--- src/rtl/mem_arbiter_if.sv ---
// Bus bundle between the fetch/data requesters, the arbiter and the single-port RAM.
// The slave modport is the arbiter's view; master is the requester/RAM side.
interface mem_arbiter_if #(
   parameter int unsigned ADDR_WIDTH = 14
);

   // Fetch port
   logic                  fe_req;
   logic [31:0]           fe_addr;
   logic                  fe_ack;
   logic [31:0]           fe_data;

   // Data port
   logic                  mem_req;
   logic [31:0]           mem_addr;
   logic                  mem_write;
   logic [31:0]           mem_data_in;
   logic                  mem_extend;
   logic [1:0]            mem_width;
   logic                  mem_ack;
   logic [31:0]           mem_data_out;
   logic                  mem_misalign;

   // RAM port
   logic                  ram_en;
   logic [3:0]            ram_we;
   logic [ADDR_WIDTH-1:0] ram_addr;
   logic [31:0]           ram_wdata;
   logic [31:0]           ram_rdata;

   modport slave (
      input  fe_req,
      input  fe_addr,
      output fe_ack,
      output fe_data,
      input  mem_req,
      input  mem_addr,
      input  mem_write,
      input  mem_data_in,
      input  mem_extend,
      input  mem_width,
      output mem_ack,
      output mem_data_out,
      output mem_misalign,
      output ram_en,
      output ram_we,
      output ram_addr,
      output ram_wdata,
      input  ram_rdata
   );

   modport master (
      output fe_req,
      output fe_addr,
      input  fe_ack,
      input  fe_data,
      output mem_req,
      output mem_addr,
      output mem_write,
      output mem_data_in,
      output mem_extend,
      output mem_width,
      input  mem_ack,
      input  mem_data_out,
      input  mem_misalign,
      input  ram_en,
      input  ram_we,
      input  ram_addr,
      input  ram_wdata,
      output ram_rdata
   );

endinterface

--- src/rtl/mem_arbiter.sv ---
// Two-port round-robin front end for a single-port synchronous RAM.
// Serves instruction fetches and byte/half/word data loads and stores with one access in
// flight: grant in cycle N, ack in cycle N+1. Only the FSM state and the round-robin
// pointer are registered; requesters hold their inputs stable until ack, so the ack-cycle
// formatting is computed straight from the live request inputs.
module mem_arbiter #(
   parameter int unsigned ADDR_WIDTH = 14
) (
   input logic          clk,
   input logic          reset_n,
   mem_arbiter_if.slave bus
);

   localparam logic [1:0] StIdle    = 2'd0;
   localparam logic [1:0] StFeWait  = 2'd1;
   localparam logic [1:0] StMemWait = 2'd2;

   localparam logic GrantFe  = 1'b0;
   localparam logic GrantMem = 1'b1;

   logic [1:0]  r_state;
   logic [1:0]  w_next_state;
   logic        r_last_grant;
   logic        w_next_last_grant;
   logic        w_grant_fe;
   logic        w_grant_mem;

   logic [1:0]  w_off;
   logic        w_misalign;
   logic [3:0]  w_st_we;
   logic [31:0] w_st_wdata;
   logic [7:0]  w_ld_byte;
   logic [15:0] w_ld_half;
   logic [31:0] w_ld_data;

   // Address bits outside the RAM window alias; fetch byte offset is ignored.
   logic w_unused_addr;
   assign w_unused_addr = ^{bus.fe_addr[31:ADDR_WIDTH+2], bus.fe_addr[1:0],
                            bus.mem_addr[31:ADDR_WIDTH+2]};

   assign w_off = bus.mem_addr[1:0];

   // Alignment check: bytes never misalign, reserved width behaves as word.
   always_comb begin
      w_misalign = 1'b0;
      case (bus.mem_width)
         2'd0:    w_misalign = 1'b0;
         2'd1:    w_misalign = w_off[0];
         default: w_misalign = |w_off;
      endcase
   end

   // Store lane enables and replicated write data; misaligned stores write nothing.
   always_comb begin
      w_st_we    = 4'b0000;
      w_st_wdata = bus.mem_data_in;
      case (bus.mem_width)
         2'd0: begin
            w_st_we    = 4'b0001 << w_off;
            w_st_wdata = {4{bus.mem_data_in[7:0]}};
         end
         2'd1: begin
            w_st_we    = w_off[1] ? 4'b1100 : 4'b0011;
            w_st_wdata = {2{bus.mem_data_in[15:0]}};
         end
         default: begin
            w_st_we    = 4'b1111;
            w_st_wdata = bus.mem_data_in;
         end
      endcase
      if (w_misalign) begin
         w_st_we = 4'b0000;
      end
   end

   // Load lane select and sign/zero extension from the RAM read word.
   always_comb begin
      w_ld_byte = 8'h00;
      case (w_off)
         2'd0:    w_ld_byte = bus.ram_rdata[7:0];
         2'd1:    w_ld_byte = bus.ram_rdata[15:8];
         2'd2:    w_ld_byte = bus.ram_rdata[23:16];
         default: w_ld_byte = bus.ram_rdata[31:24];
      endcase
      w_ld_half = w_off[1] ? bus.ram_rdata[31:16] : bus.ram_rdata[15:0];
      w_ld_data = bus.ram_rdata;
      case (bus.mem_width)
         2'd0:    w_ld_data = {{24{bus.mem_extend & w_ld_byte[7]}}, w_ld_byte};
         2'd1:    w_ld_data = {{16{bus.mem_extend & w_ld_half[15]}}, w_ld_half};
         default: w_ld_data = bus.ram_rdata;
      endcase
   end

   // Round-robin grant in IDLE; wait states always return to IDLE so a held request
   // cannot be re-granted in its own ack cycle. Reset gates grants so no RAM strobe
   // escapes while reset_n is low.
   always_comb begin
      w_grant_fe        = 1'b0;
      w_grant_mem       = 1'b0;
      w_next_state      = r_state;
      w_next_last_grant = r_last_grant;
      case (r_state)
         StIdle: begin
            if (reset_n) begin
               if (bus.fe_req && (!bus.mem_req || (r_last_grant == GrantMem))) begin
                  w_grant_fe        = 1'b1;
                  w_next_state      = StFeWait;
                  w_next_last_grant = GrantFe;
               end else if (bus.mem_req) begin
                  w_grant_mem       = 1'b1;
                  w_next_state      = StMemWait;
                  w_next_last_grant = GrantMem;
               end
            end
         end
         StFeWait:  w_next_state = StIdle;
         StMemWait: w_next_state = StIdle;
         default:   w_next_state = StIdle;
      endcase
   end

   // FSM state and round-robin pointer; reset favours fetch on the first contention.
   always_ff @(posedge clk or negedge reset_n) begin
      if (!reset_n) begin
         r_state      <= StIdle;
         r_last_grant <= GrantMem;
      end else begin
         r_state      <= w_next_state;
         r_last_grant <= w_next_last_grant;
      end
   end

   // RAM strobes in the grant cycle, acks and formatted data in the following cycle.
   always_comb begin
      bus.ram_en       = 1'b0;
      bus.ram_we       = 4'b0000;
      bus.ram_addr     = '0;
      bus.ram_wdata    = 32'h0;
      bus.fe_ack       = 1'b0;
      bus.fe_data      = 32'h0;
      bus.mem_ack      = 1'b0;
      bus.mem_data_out = 32'h0;
      bus.mem_misalign = 1'b0;

      if (w_grant_fe) begin
         bus.ram_en   = 1'b1;
         bus.ram_addr = bus.fe_addr[ADDR_WIDTH+1:2];
      end else if (w_grant_mem) begin
         bus.ram_en   = 1'b1;
         bus.ram_addr = bus.mem_addr[ADDR_WIDTH+1:2];
         if (bus.mem_write) begin
            bus.ram_we    = w_st_we;
            bus.ram_wdata = w_st_wdata;
         end
      end

      if (r_state == StFeWait) begin
         bus.fe_ack  = 1'b1;
         bus.fe_data = bus.ram_rdata;
      end

      if (r_state == StMemWait) begin
         bus.mem_ack      = 1'b1;
         bus.mem_misalign = w_misalign;
         if (!bus.mem_write && !w_misalign) begin
            bus.mem_data_out = w_ld_data;
         end
      end
   end

   // Never ack both ports at once, and never strobe the RAM while an ack is pending.
   a_single_ack : assert property (@(posedge clk) disable iff (!reset_n)
                                   !(bus.fe_ack && bus.mem_ack));
   a_no_en_in_wait : assert property (@(posedge clk) disable iff (!reset_n)
                                      (r_state != StIdle) |-> !bus.ram_en);

endmodule

--- src/flat_wrapper.sv ---
// flat-port wrapper written by rule: the top's interface ports become plain ports
module mem_arbiter_flat 
#(
   parameter int unsigned ADDR_WIDTH = 14
)
  (clk, reset_n, bus_fe_req, bus_fe_addr, bus_fe_ack, bus_fe_data, bus_mem_req, bus_mem_addr, bus_mem_write, bus_mem_data_in, bus_mem_extend, bus_mem_width, bus_mem_ack, bus_mem_data_out, bus_mem_misalign, bus_ram_en, bus_ram_we, bus_ram_addr, bus_ram_wdata, bus_ram_rdata);
  mem_arbiter_if #(.ADDR_WIDTH(ADDR_WIDTH)) bus_i ();
  input logic clk;
  input logic reset_n;
  input wire logic [$bits(bus_i.fe_req)-1:0] bus_fe_req;
  input wire logic [$bits(bus_i.fe_addr)-1:0] bus_fe_addr;
  output wire logic [$bits(bus_i.fe_ack)-1:0] bus_fe_ack;
  output wire logic [$bits(bus_i.fe_data)-1:0] bus_fe_data;
  input wire logic [$bits(bus_i.mem_req)-1:0] bus_mem_req;
  input wire logic [$bits(bus_i.mem_addr)-1:0] bus_mem_addr;
  input wire logic [$bits(bus_i.mem_write)-1:0] bus_mem_write;
  input wire logic [$bits(bus_i.mem_data_in)-1:0] bus_mem_data_in;
  input wire logic [$bits(bus_i.mem_extend)-1:0] bus_mem_extend;
  input wire logic [$bits(bus_i.mem_width)-1:0] bus_mem_width;
  output wire logic [$bits(bus_i.mem_ack)-1:0] bus_mem_ack;
  output wire logic [$bits(bus_i.mem_data_out)-1:0] bus_mem_data_out;
  output wire logic [$bits(bus_i.mem_misalign)-1:0] bus_mem_misalign;
  output wire logic [$bits(bus_i.ram_en)-1:0] bus_ram_en;
  output wire logic [$bits(bus_i.ram_we)-1:0] bus_ram_we;
  output wire logic [$bits(bus_i.ram_addr)-1:0] bus_ram_addr;
  output wire logic [$bits(bus_i.ram_wdata)-1:0] bus_ram_wdata;
  input wire logic [$bits(bus_i.ram_rdata)-1:0] bus_ram_rdata;
  assign bus_i.fe_req = bus_fe_req;
  assign bus_i.fe_addr = bus_fe_addr;
  assign bus_fe_ack = bus_i.fe_ack;
  assign bus_fe_data = bus_i.fe_data;
  assign bus_i.mem_req = bus_mem_req;
  assign bus_i.mem_addr = bus_mem_addr;
  assign bus_i.mem_write = bus_mem_write;
  assign bus_i.mem_data_in = bus_mem_data_in;
  assign bus_i.mem_extend = bus_mem_extend;
  assign bus_i.mem_width = bus_mem_width;
  assign bus_mem_ack = bus_i.mem_ack;
  assign bus_mem_data_out = bus_i.mem_data_out;
  assign bus_mem_misalign = bus_i.mem_misalign;
  assign bus_ram_en = bus_i.ram_en;
  assign bus_ram_we = bus_i.ram_we;
  assign bus_ram_addr = bus_i.ram_addr;
  assign bus_ram_wdata = bus_i.ram_wdata;
  assign bus_i.ram_rdata = bus_ram_rdata;
  mem_arbiter #(.ADDR_WIDTH(ADDR_WIDTH)) u_core (.clk(clk), .reset_n(reset_n), .bus(bus_i));
endmodule
--- config.mk ---
export PLATFORM = sky130hd
export DESIGN_NAME = mem_arbiter_flat
export DESIGN_NICKNAME = d
export VERILOG_FILES = /design/src/rtl/mem_arbiter_if.sv /design/src/rtl/mem_arbiter.sv /design/src/flat_wrapper.sv
export SDC_FILE = /design/constraint.sdc
export NUM_CORES = 1
export LEC_CHECK = 0
export CELL_PAD_IN_SITES_DETAIL_PLACEMENT = 0
export CELL_PAD_IN_SITES_GLOBAL_PLACEMENT = 1
export CORE_AREA = 10 10 90 170
export DETAILED_ROUTE_END_ITERATION = 16
export DIE_AREA = 0 0 100 180
export GPL_TIMING_DRIVEN = 0
export HOLD_SLACK_MARGIN = 0.05
export PLACE_DENSITY_LB_ADDON = 0.1
export RECOVER_POWER = 100
export SLEW_MARGIN = 10
export SYNTH_ARGS = -nofsm -noshare
export SYNTH_HDL_FRONTEND = slang
export SYNTH_SLANG_ARGS = --single-unit
--- constraint.sdc ---
create_clock -name clk -period 3.9 [get_ports clk]
set_input_delay 0.78 -clock clk [delete_from_list [all_inputs] [get_ports clk]]
set_output_delay 0.78 -clock clk [all_outputs]
set_load 0.005 [all_outputs]
Word-level counts from Yosys, hierarchy flattened
Cells that the tools add are included.
{"block": "totals", "register_bits": 3, "input_bits": 136}
{"block": "classes", "eq_ne": 7, "shift": 1, "mux": 37, "n_bitwise": 2, "n_reduce_logical": 13}
{"op": "32-bit two-way mux", "count": 6}
{"op": "32-bit one-hot mux with 2 select lines", "count": 2}
{"op": "14-bit two-way mux", "count": 2}
{"op": "8-bit one-hot mux with 3 select lines", "count": 1}
{"op": "4-bit two-way mux", "count": 5}
{"op": "16-bit two-way mux", "count": 1}
{"op": "1-bit two-way mux", "count": 14}
{"op": "2-bit two-way mux", "count": 4}
{"op": "4-bit one-hot mux with 2 select lines", "count": 1}
{"op": "2-bit by 1-bit == test with 1-bit output, second input constant", "count": 3}
{"op": "2-bit zero test", "count": 3}
{"op": "2-bit == test, second input constant", "count": 2}
{"op": "1-bit by 2-bit << shifter with 4-bit output, first input constant", "count": 1}
{"op": "1-bit zero test", "count": 3}
{"op": "3-bit by 2-bit inequality test with 1-bit output, second input constant", "count": 1}
{"op": "3-bit AND reduction", "count": 1}
{"op": "1-bit bitwise AND", "count": 2}
{"op": "1-bit logical AND", "count": 2}
{"op": "2-bit inequality test, second input constant", "count": 1}
{"op": "1-bit one-hot mux with 2 select lines", "count": 1}
{"op": "2-bit AND reduction", "count": 1}
{"op": "2-bit nonzero test", "count": 1}
{"op": "2-bit OR reduction", "count": 1}
{"op": "1-bit logical OR", "count": 1}

Depth between registers and ports, before layout
{"block": "depth", "ltp_word": 8, "ltp_mapped": 5}

Worst setup path after synthesis
OpenSTA, ideal clock, no wires.
{"block": "synth_timing", "kind": "input port to output port", "from": "in bus_mem_width[1]", "to": "out bus_mem_data_out[3]", "t_arrival_ns": 1.738, "path_slack_ns": 1.382, "stages": 5, "path_buffers": 2, "path_cell_list": "buf_2 -> inv_1 -> buf_2 -> a21oi_1 -> a2111oi_2"}
{"block": "synth_between", "elab_chain_len": 6, "word_cells_on_any_way": 8, "cone_classes": "eq/ne (1); mux (4); reduce/logical (3)"}
{"item": "start, declared", "line_no": "flat_wrapper.sv:19", "text": "input wire logic [$bits(bus_i.mem_width)-1:0] bus_mem_width;"}
{"item": "2-bit by 1-bit == test with 1-bit output or 2-bit zero test (tied branches)", "line_no": "mem_arbiter.sv:46, mem_arbiter.sv:87"}
{"item": "1-bit one-hot mux with 2 select lines", "line_no": "mem_arbiter.sv:46", "text": "case (bus.mem_width)"}
{"item": "1-bit zero test", "line_no": "mem_arbiter.sv:165", "text": "if (!bus.mem_write && !w_misalign) begin"}
{"item": "1-bit logical AND", "line_no": "mem_arbiter.sv:165"}
{"item": "32-bit two-way mux *", "line_no": "mem_arbiter.sv:165"}
{"item": "32-bit two-way mux *", "line_no": "mem_arbiter.sv:162", "text": "if (r_state == StMemWait) begin"}
{"item": "end, declared", "line_no": "flat_wrapper.sv:21", "text": "output wire logic [$bits(bus_i.mem_data_out)-1:0] bus_mem_data_out;"}
Mark *: on every way between the ends. The rest lies on a longest branch, timed or not.

Worst setup path after layout
{"block": "layout_timing", "from": "in bus_ram_rdata[31]", "to": "out bus_mem_data_out[23]"}
{"block": "layout_between", "elab_chain_len": 5, "word_cells_on_any_way": 7, "cone_classes": "mux (5); bitwise (2)"}
{"item": "start, declared", "line_no": "flat_wrapper.sv:27", "text": "input wire logic [$bits(bus_i.ram_rdata)-1:0] bus_ram_rdata;"}
{"item": "8-bit one-hot mux with 3 select lines or 16-bit two-way mux (tied branches)", "line_no": "mem_arbiter.sv:79, mem_arbiter.sv:85"}
{"item": "1-bit bitwise AND, on equally long branches", "line_no": "mem_arbiter.sv:88, mem_arbiter.sv:89"}
{"item": "32-bit one-hot mux with 2 select lines *", "line_no": "mem_arbiter.sv:87", "text": "case (bus.mem_width)"}
{"item": "32-bit two-way mux *", "line_no": "mem_arbiter.sv:165"}
{"item": "32-bit two-way mux *", "line_no": "mem_arbiter.sv:162"}
Marks and branches as above.

==> out/qor.yml <==
met3_usage_pct: 6.11
ys_seq_area_share_pct: 3.47
finClkSkew_ns: 0.000219
place.gp.congestion: 0.796
gr-total-overflow: 0
die_h_um: 180
die_x_um: 100
rows: 58
dp_cells: 688
synth-warning-count: 0
wl_per_cell_um: 21.8
clock_tree.root_cell: "clkbuf_16"
fillCellCount: 1375
required_ns: 3.12
endpoint: "bus_mem_data_out[23]"
synth_largest_area_cell: "nand2_1"
netlist_area_um2: 2200
cellPowerDensity_nw_per_um2: 148
cts_hold_buf: 0
nNetsFinal: 678
ios: 254
ir_worst_vdd_mv: 0.177
area_delta_synth_final_pct: 114
dr.pass1.iters: 6
cts_tree: "built"
hold_slack_ns: 0.540
wl_um: 15100
syn-instance-count: 319
die_area_um2: 18000
diodes: 0
worst_slew_pin_slew_ns: 0.572
synth_edf_count: 0
p_leak_uw: 0.00187
routed_via_density: 4.84
cts_setup_buffers: 0
grtUsageTotal_pct: 15.7
post_route_cells_drive_above_1_share_pct: 12.9
final-max-slew-violation-count: 0
cts_buffer_depth: 2
ant_nets: 0
syn_nets: 455
max-cap-violations: 0
grt_pass1_vias: 3666
power_uw: 695
htree_levels: 1
grt_pass1_wl_um: 22400
ys_ff_latch: 3
cp_data_arrival_time_ns: 3.02
grt_max_degree: 11
post_synth.cell_area_avg_um2: 6.90
yosys_most_used_dff: "dfrtp_1"
relSlewSlack_pct: 61.8
hpwl_um: 12900
drcViolationCount: 0
clkSinkCount: 3
r2r-start: "u_core.r_state[1]"
rrSetupSlack_ns: 2.51
busiest_layer: "met2"
synth.area.top_cells: "nand2_1, a21oi_1, and2_1"
fin_area_um2: 4710
drt-initial-drc-count: 84
setup_viol: 0
synth_top_area_share_pct: 9.72
cp_max_fo: 10
reg2reg_to: "u_core.r_state[1]"
crit_type: "in -> out"
hold_class: "reg -> reg"
cp-start-kind: "input pin"
finalSetupTns_ns: 0
vias: 3344
portBuffers: 219
finalCriticalPeriod_ns: 3.80
rsz0062_at_grt: "no"
fin_cells: 691
synth_cell_type_count: 44
antenna_found_initial: 0
fin_crit_sh_pct: 97.4
critical_path.endpoint_type: "primary output"
async_reset_ff_share_pct: 100
placed_area_um2: 4580
clk_latency_ns: 0.22
start_util_pct: 17.5
crit_start: "bus_ram_rdata[31]"
fmaxAchievable_ghz: 0.263
core_um2: 12600
r2r_cells: 3
outcome: "finished, final reports clean"
cts_buffers: 3
hold_viol: 0
path_clk_slew_ns: 0.03
met2_usage_pct: 30.8
use_met1_pct: 14.3
[cell usage after synthesis (all sizes together) (3+ instances only)]
cell type / count
nor2b: 5
a22o: 20
a311oi: 16
and2: 32
a31oi: 3
buf: 22
a2111oi: 6
inv: 10
a221oi: 8
nand2: 58
nor2: 20
mux2: 16
a21oi: 40
and3: 10
mux2i: 20
clkbuf: 10
[power by group]
| part | leakage [µW] | internal, µW | switching (µW) |
|---|---|---|---|
| Combinational | 0.00179 | 269 | 217 |
| Clock | 0.0000382 | 135 | 28.4 |
| Sequential | 0.0000373 | 40.2 | 6.10 |
| Total | 0.00187 | 444 | 251 |
[sequential cells by signal, summed over array words and instances, names as in the netlist]
register and flops:
u_core.r_last_grant 1, u_core.r_state 2
[cell families after synthesis]
family | synth area share (%)
AOI/OAI and AO/OA | 33.7
xor gates and xnor gates | 0.796
buffers and inverters | 10.2
DFF | 3.47
muxes | 19.5
and+or+nand+nor | 32.3
[worst max-delay path: stages]
cell and delay, ns:
dlygate4sd3_1 0.67, mux4_2 0.36, nand2_2 0.14, buf_4 0.21, a311oi_2 0.27, clkdlybuf4s50_1 0.57
[layout make-up]
| cell class | count | area (µm²) | share of cell area [%] |
|---|---|---|---|
| Timing Repair Buffer | 219 | 2190 | 46.5 |
| Multi-Input combinational cell | 274 | 1940 | 41.2 |
| Buffer | 31 | 196 | 4.17 |
| Tap cell | 150 | 188 | 3.98 |
| Clock buffer | 4 | 78.8 | 1.67 |
| Sequential cell | 3 | 76.3 | 1.62 |
| Inverter | 10 | 37.5 | 0.797 |
[placed cells by master, fill, tap and decap left out, drive strengths merged, types with 2 or more instances in the layout]
cell type,instances
nand2,58
nor3,2
a2111oi,6
clkdlybuf4s50,190
nand2b,2
dlygate4sd3,29
inv,10
nor3b,2
a31oi,3
and3,10
a221oi,8
a22o,20
mux2,16
dfrtp,2
clkbuf,19
and2,32
buf,16
mux4,2
nor2,20
a311oi,16
nor2b,5
mux2i,20
a21oi,40
[layer usage]
metal	wire [µm]	part of all wire, %
met1	4890	32
met2	8340	55
met3	1550	10
met4	308	2.0
met5	0	0
[worst min path at each step]
| stage | startpoint | to | slack (ns) | cells past startpoint |
|---|---|---|---|---|
| floorplan | reset_n | u_core.r_state[0] | 0.48 | 0 |
| global placement | u_core.r_last_grant | u_core.r_last_grant | 0.54 | 2 |
| detailed placement | u_core.r_last_grant | u_core.r_last_grant | 0.54 | 2 |
| CTS | u_core.r_last_grant | u_core.r_last_grant | 0.54 | 2 |
| global route | u_core.r_last_grant | u_core.r_last_grant | 0.57 | 1 |
| finish | u_core.r_last_grant | u_core.r_last_grant | 0.54 | 2 |
[what timing repair did]
item	CTS	global route
gates resized for setup	6	16
gates cloned	0	0
endpoints found under the setup margin	17	38
pin swaps	0	1
[metrics by stage]
stage          util (%)  worst slack (ns)
6_report           37.5            0.0997
2_1_floorplan         -              1.38
4_1_cts            37.3           0.00514
5_1_grt            37.5           0.00626
3_3_place_gp       36.5            -0.258
3_5_place_dp       36.5            -0.256
No activity file was read; power rests on OpenSTA's default activity.
